==> src/rtl/moore_detector_pkg.sv <==
// Shared constants and helpers for the Moore pattern detector.
//   - legal PATTERN_LEN bounds
//   - default width of the match counter
//   - state_w(): bits needed to hold a state value 0..len
package moore_detector_pkg;

  localparam int PATTERN_LEN_MIN = 2;
  localparam int PATTERN_LEN_MAX = 16;
  localparam int COUNT_W_DEFAULT = 8;

  function automatic int state_w(input int len);
    return $clog2(len + 1);
  endfunction

endpackage

==> src/rtl/sat_counter.sv <==
// Saturating up-counter: holds at all-ones instead of wrapping.
// Ports:
//   clock - rising-edge clock
//   reset - synchronous active-high reset (count <= 0)
//   clear - synchronous clear (count <= 0), priority over inc
//   inc   - increment request
//   count - current count, COUNT_W bits
module sat_counter
  import moore_detector_pkg::*;
#(
  parameter int COUNT_W = COUNT_W_DEFAULT
) (
  input  logic               clock,
  input  logic               reset,
  input  logic               clear,
  input  logic               inc,
  output logic [COUNT_W-1:0] count
);

  function automatic logic [COUNT_W-1:0] sat_inc(input logic [COUNT_W-1:0] v);
    return (&v) ? v : v + COUNT_W'(1);
  endfunction

  always_ff @(posedge clock) begin
    if (reset || clear) begin
      count <= '0;
    end else if (inc) begin
      count <= sat_inc(count);
    end
  end

endmodule

==> src/rtl/moore_pattern_detector.sv <==
// Moore-style serial pattern detector using a KMP transition table built
// at elaboration from PATTERN. State = number of pattern bits matched;
// state PATTERN_LEN is MATCH and drives y.
// Optional feature: define MATCH_COUNT_EN to include the match_count port
// and its saturating counter.
// Ports:
//   clock       - rising-edge clock
//   reset       - synchronous active-high reset
//   x, x_valid  - serial data bit and its qualifier
//   clear       - synchronous clear of search state and counter
//   y           - high while in MATCH (decoded from state)
//   match_pulse - one-cycle strobe on every entry to MATCH
//   match_count - saturating match count (MATCH_COUNT_EN only)
module moore_pattern_detector
  import moore_detector_pkg::*;
#(
  parameter int                     PATTERN_LEN = 4,
  parameter logic [PATTERN_LEN-1:0] PATTERN     = 4'b1011,
  parameter int                     OVERLAP     = 1,
  parameter int                     COUNT_W     = COUNT_W_DEFAULT
) (
  input  logic               clock,
  input  logic               reset,
  input  logic               x,
  input  logic               x_valid,
  input  logic               clear,
  output logic               y,
  output logic               match_pulse
`ifdef MATCH_COUNT_EN
  ,
  output logic [COUNT_W-1:0] match_count
`endif
);

  localparam int SW = state_w(PATTERN_LEN);

  if (PATTERN_LEN < PATTERN_LEN_MIN || PATTERN_LEN > PATTERN_LEN_MAX) begin : g_len_check
    $error("moore_pattern_detector: PATTERN_LEN %0d outside legal range", PATTERN_LEN);
  end

  // Longest pattern prefix that is a suffix of (first s pattern bits, then b).
  // For s = PATTERN_LEN the candidate length is capped at PATTERN_LEN, which
  // is exactly the transition from the failure state of the full pattern.
  function automatic int kmp_next(input int s, input int b);
    int kmax;
    int res;
    int j;
    int sb;
    logic ok;
    kmax = (s + 1 > PATTERN_LEN) ? PATTERN_LEN : s + 1;
    res  = 0;
    for (int k = 1; k <= kmax; k++) begin
      ok = 1'b1;
      for (int i = 0; i < k; i++) begin
        j  = s + 1 - k + i;
        sb = (j < s) ? int'(PATTERN[PATTERN_LEN-1-j]) : b;
        if (sb != int'(PATTERN[PATTERN_LEN-1-i])) ok = 1'b0;
      end
      if (ok) res = k;
    end
    return res;
  endfunction

  logic [SW-1:0] trans [0:PATTERN_LEN][0:1];

  for (genvar s = 0; s <= PATTERN_LEN; s++) begin : g_row
    for (genvar b = 0; b < 2; b++) begin : g_col
      // Without overlap, a bit received in MATCH restarts from state 0.
      localparam int NXT = (s == PATTERN_LEN && OVERLAP == 0) ? kmp_next(0, b)
                                                              : kmp_next(s, b);
      assign trans[s][b] = SW'(NXT);
    end
  end

  logic [SW-1:0] state;
  logic [SW-1:0] state_nxt;
  logic          pulse_nxt;

  always_comb begin
    state_nxt = state;
    pulse_nxt = 1'b0;
    if (x_valid) begin
      state_nxt = trans[state][x];
      pulse_nxt = (state_nxt == SW'(PATTERN_LEN));
    end
  end

  always_ff @(posedge clock) begin
    if (reset || clear) begin
      state       <= '0;
      match_pulse <= 1'b0;
    end else begin
      state       <= state_nxt;
      match_pulse <= pulse_nxt;
    end
  end

  assign y = (state == SW'(PATTERN_LEN));

`ifdef MATCH_COUNT_EN
  // Counter advances on the same edge that raises match_pulse, so the new
  // count is visible alongside the strobe.
  sat_counter #(.COUNT_W(COUNT_W)) u_count (
    .clock (clock),
    .reset (reset),
    .clear (clear),
    .inc   (pulse_nxt),
    .count (match_count)
  );
`endif

endmodule

==> config.mk <==
export PLATFORM = sky130hd
export DESIGN_NAME = moore_pattern_detector
export DESIGN_NICKNAME = d
export VERILOG_FILES = /design/src/rtl/moore_detector_pkg.sv /design/src/rtl/sat_counter.sv /design/src/rtl/moore_pattern_detector.sv
export SDC_FILE = /design/constraint.sdc
export NUM_CORES = 1
export LEC_CHECK = 0
export BUFFER_PORTS_ARGS = -buffer_cell sky130_fd_sc_hd__buf_2
export CORE_AREA = 2 2 39 41
export DETAILED_ROUTE_END_ITERATION = 16
export DIE_AREA = 0 0 41 43
export SYNTH_ARGS = -nofsm -noshare
export SYNTH_HDL_FRONTEND = slang
export SYNTH_HIERARCHICAL = 1
export SYNTH_SLANG_ARGS = --single-unit
==> constraint.sdc <==
create_clock -name clock -period 2.4 [get_ports clock]
set_input_delay 0.48 -clock clock [delete_from_list [all_inputs] [get_ports clock]]
set_output_delay 0.48 -clock clock [all_outputs]
set_load 0.01 [all_outputs]
Yosys cells after proc, flatten, opt, wreduce, memory -nomap -nowiden --
Memory sizes are Yosys's and may differ from the RTL's. Index checks and enable logic that the tools add are counted.
Word-level totals: bits in read-only memories 48, memories kept 1, output and inout port bits 2, flip-flop bits (word level) 4
Cells by class: reduce and logical (&&, ||, !) cells 2, muxes and demuxes 5, bitwise operators 3, equal/unequal tests 2, order comparisons 2
Memory list:
- (no name shown) | depth 8, width 6, read ports 1, clocked after memory_dff 0, wr ports 0, line moore_pattern_detector.sv:83 | state_nxt = trans[state][x];
Operators by type and width (number):
- 2-to-1 mux 6 bit | 2
- 2-to-1 mux 3 bit | 3
- equality test 3 bit (second input constant) | 2
- >= comparator 4 bit (second input constant) | 1
- NOT 3 -> 4 bit | 1
- >= comparator 2 bit (second input constant) | 1
- NOT 1 -> 2 bit | 1
- OR reduction 2 bit | 1
- logical OR 1 bit | 1
- NOT 1 bit | 1

Logic depth before layout (Yosys ltp) --
depth after elaboration 8, mapped depth 3

Worst setup path before layout --
No wires, ideal clock.
path kind register to output, start register state[2], end output port y, stages on the path, launching flop included 2, path slack 1223 ps, data arrival time 697 ps, cells stage by stage dfxtp_1 > nor3b_1
On the way: longest elaborated chain between the ends 1
Ends and longest elaborated chain:
- from (decl) | line moore_pattern_detector.sv:75 | logic [SW-1:0] state;
- from (signal assigned) | line moore_pattern_detector.sv:93 | state <= state_nxt;
- equality test 3 bit | line moore_pattern_detector.sv:98 | assign y = (state == SW'(PATTERN_LEN));
- to (decl) | line moore_pattern_detector.sv:27 | output logic y,
No other way between the ends.

Worst setup path after layout --
Ends and elaborated chain as after synthesis.

==> results.json <==
{
  "outcome": "finished clean",
  "insertion_delay_ns": 0.24,
  "seq_area_frac_synth_pct": 43.24,
  "worst_slew_pin_slew_ns": 0.1724,
  "crit_path_cell_trace": "nor3b_1 > buf_2",
  "synth_nets": 25,
  "hold_violations": 0,
  "synthAdderAreaFrac_pct": 0,
  "reg2reg_to": "state[1]",
  "place_congestion": 0.6134,
  "vias": 188,
  "synth_xor_area_share_pct": 0,
  "slowest_stage": "dfxtp_1",
  "muxShareOfSynthArea_pct": 0,
  "layout_common_cells": "6 x buf_2, 4 x dfxtp_1, 3 x clkbuf_4",
  "ant_nets": 0,
  "syn_avg_cell_area_um2": 9.259,
  "endpoint": "y",
  "fmax_ghz": 0.6906,
  "startpoint": "state[2]",
  "cts.repair.resized": 0,
  "synth_cell_types": 14,
  "crit_family": "flip-flops",
  "path_class": "reg -> out",
  "hpwl_um": 316.9,
  "dieHeight_um": 43,
  "io_buffers": 6,
  "end_kind": "output port",
  "synth_cells": 20,
  "peakVddDrop_uv": 158.5,
  "yosys_warnings": 6,
  "wl_per_cell_um": 8.867,
  "nets": 36,
  "areaGrowthSynthToFinish_pct": 39.19,
  "clockBufferDepth": 2,
  "cp.depth": 2,
  "synth_seq_cells": 4,
  "drtIter0Drc": 5,
  "drv_cap": 0,
  "slew_violations": 0,
  "die_w_um": 41,
  "grt_usage_pct": 7.028,
  "r2r_start": "state[0]",
  "vias_per_cell": 4.178,
  "overflow": 0,
  "routed_wl_um": 399,
  "crit_buf_inv": 1,
  "htree_levels": 1,
  "post-route-min-period_ns": 1.448,
  "cellLeakagePower_nw": 0.09594,
  "finClkSkew_ns": 0.0007789,
  "holdBufCountCts": 0,
  "diodes": 0,
  "fp.dieArea_um2": 1763,
  "max_slew_margin_pct": 88.49,
  "placedCellCount": 42,
  "firstDrtPassIters": 2,
  "antenna_found_initial": 0,
  "hold_class": "in -> reg",
  "fillCellCount": 161,
  "crit_fanout": 6,
  "max_stage_delay_ns": 0.39,
  "grt_first_pass_wirelength_um": 745,
  "core_area_um2": 1384,
  "first_global_vias": 210,
  "holdWs_ns": 0.4480,
  "final.setup.tns_ns": 0,
  "synth_top_family_by_area": "simple AND/OR/NAND/NOR gates",
  "post-cts-setup-buffers": 0,
  "rows": 14,
  "ios": 7,
  "reg2reg_setup_slack_ns": 1.37,
  "setup_viol": 0,
  "tritoncts": "yes",
  "drive_gt1_share_pct": 41.38,
  "min_period_over_period_pct": 60.33,
  "synth_compound_area_share_pct": 16.89,
  "rsz0062_at_grt": "false",
  "cp-start-kind": "flop",
  "clkSlewWorstSetupHoldPaths_ns": 0.04,
  "cts_root_buffer": "clkbuf_4",
  "worstPathArrival_ns": 0.97,
  "reg2reg_depth": 3,
  "worst_ep_required_time_ns": 1.92,
  "yosys.area_share.simple_pct": 37.84,
  "stdcell_count": 45,
  "final_common_cell": "buf_2",
  "cts.sinks": 4,
  "start_util_pct": 13.38,
  "syn_area_um2": 185.2,
  "p_per_area_nw_per_um2": 631.8,
  "cts_made_buffers": 3,
  "drc_errors": 0,
  "final_util_pct": 18.63,
  "grt_max_degree": 7
}
-- routing by layer --
| metal | track usage, % | up-vias | wire [um] |
|---|---|---|---|
| met2 | 8.438 | 7 | 185 |
| li1 | - | 94 | - |
| met1 | 6.752 | 85 | 161 |
| met3 | 3.665 | 2 | 36 |
| met5 | 0 | - | 0 |
| met4 | 10.00 | 0 | 15 |
-- kinds of logic (layout without fill, tap and decap cells) --
kind of cell,Yosys count,count (layout)
flip-flops,4,4
AO/OA/AOI/OAI,4,4
buffers and inverters,1,10
AND/OR/NAND/NOR,11,11
-- sequential cells by signal (all words and copies together) (netlist names) --
| name | count |
|---|---|
| match_pulse | 1 |
| state | 3 |
-- how the worst min path moves through the flow --
stage               slack, ns  cells after the start  startpoint       end
global route             0.45                      2       reset  state[1]
global placement         0.52                      2    state[2]  state[2]
floorplan                0.48                      2    state[2]  state[2]
finish                   0.45                      2       reset  state[1]
detailed placement       0.53                      2    state[2]  state[2]
CTS                      0.44                      2       reset  state[1]
-- final cells by class --
class	instances	area, um2	area share (%)
Inverter	1	3.754	1.456
Timing Repair Buffer	6	30.03	11.65
Multi-Input combinational cell	15	101.3	39.32
Clock buffer	3	22.52	8.738
Tap cell	16	20.02	7.767
Sequential cell	4	80.08	31.07
-- where the power goes --
group	internal, mW	switching [mW]	total, mW	leakage, nW
Sequential	0.0675	0.000780	0.0682	0.0323
Clock	0.0560	0.0280	0.0840	0.0138
Combinational	0.00480	0.00581	0.0106	0.0498
Total	0.128	0.0346	0.163	0.0959
-- Yosys cell counts --
cell      count  share of area (%)
dfxtp_1       4                 43
nor2b_1       2                6.8
nor3_1        2                5.4
nor3b_1       2                8.1
a211oi_1      1                4.1
a211oi_2      1                6.8
a31oi_1       1                3.4
inv_2         1                2.0
nand2_1       1                2.0
nand3b_1      1                4.1
nand4_1       1                3.4
nor2_1        1                2.0
o21ai_1       1                2.7
or3_4         1                6.1
-- through the flow --
stage	cell area, um2	setup slack (ns)	power, mW
after CTS	257.7	0.9440	0.1669
final	257.7	0.9521	0.1629
after global placement	235.2	1.138	0.07966
after floorplan	185.2	1.223	0.07307
after global routing	257.7	0.8546	0.1760
after detailed placement	235.2	1.122	0.07993
Power figures use the tool's default switching activity.
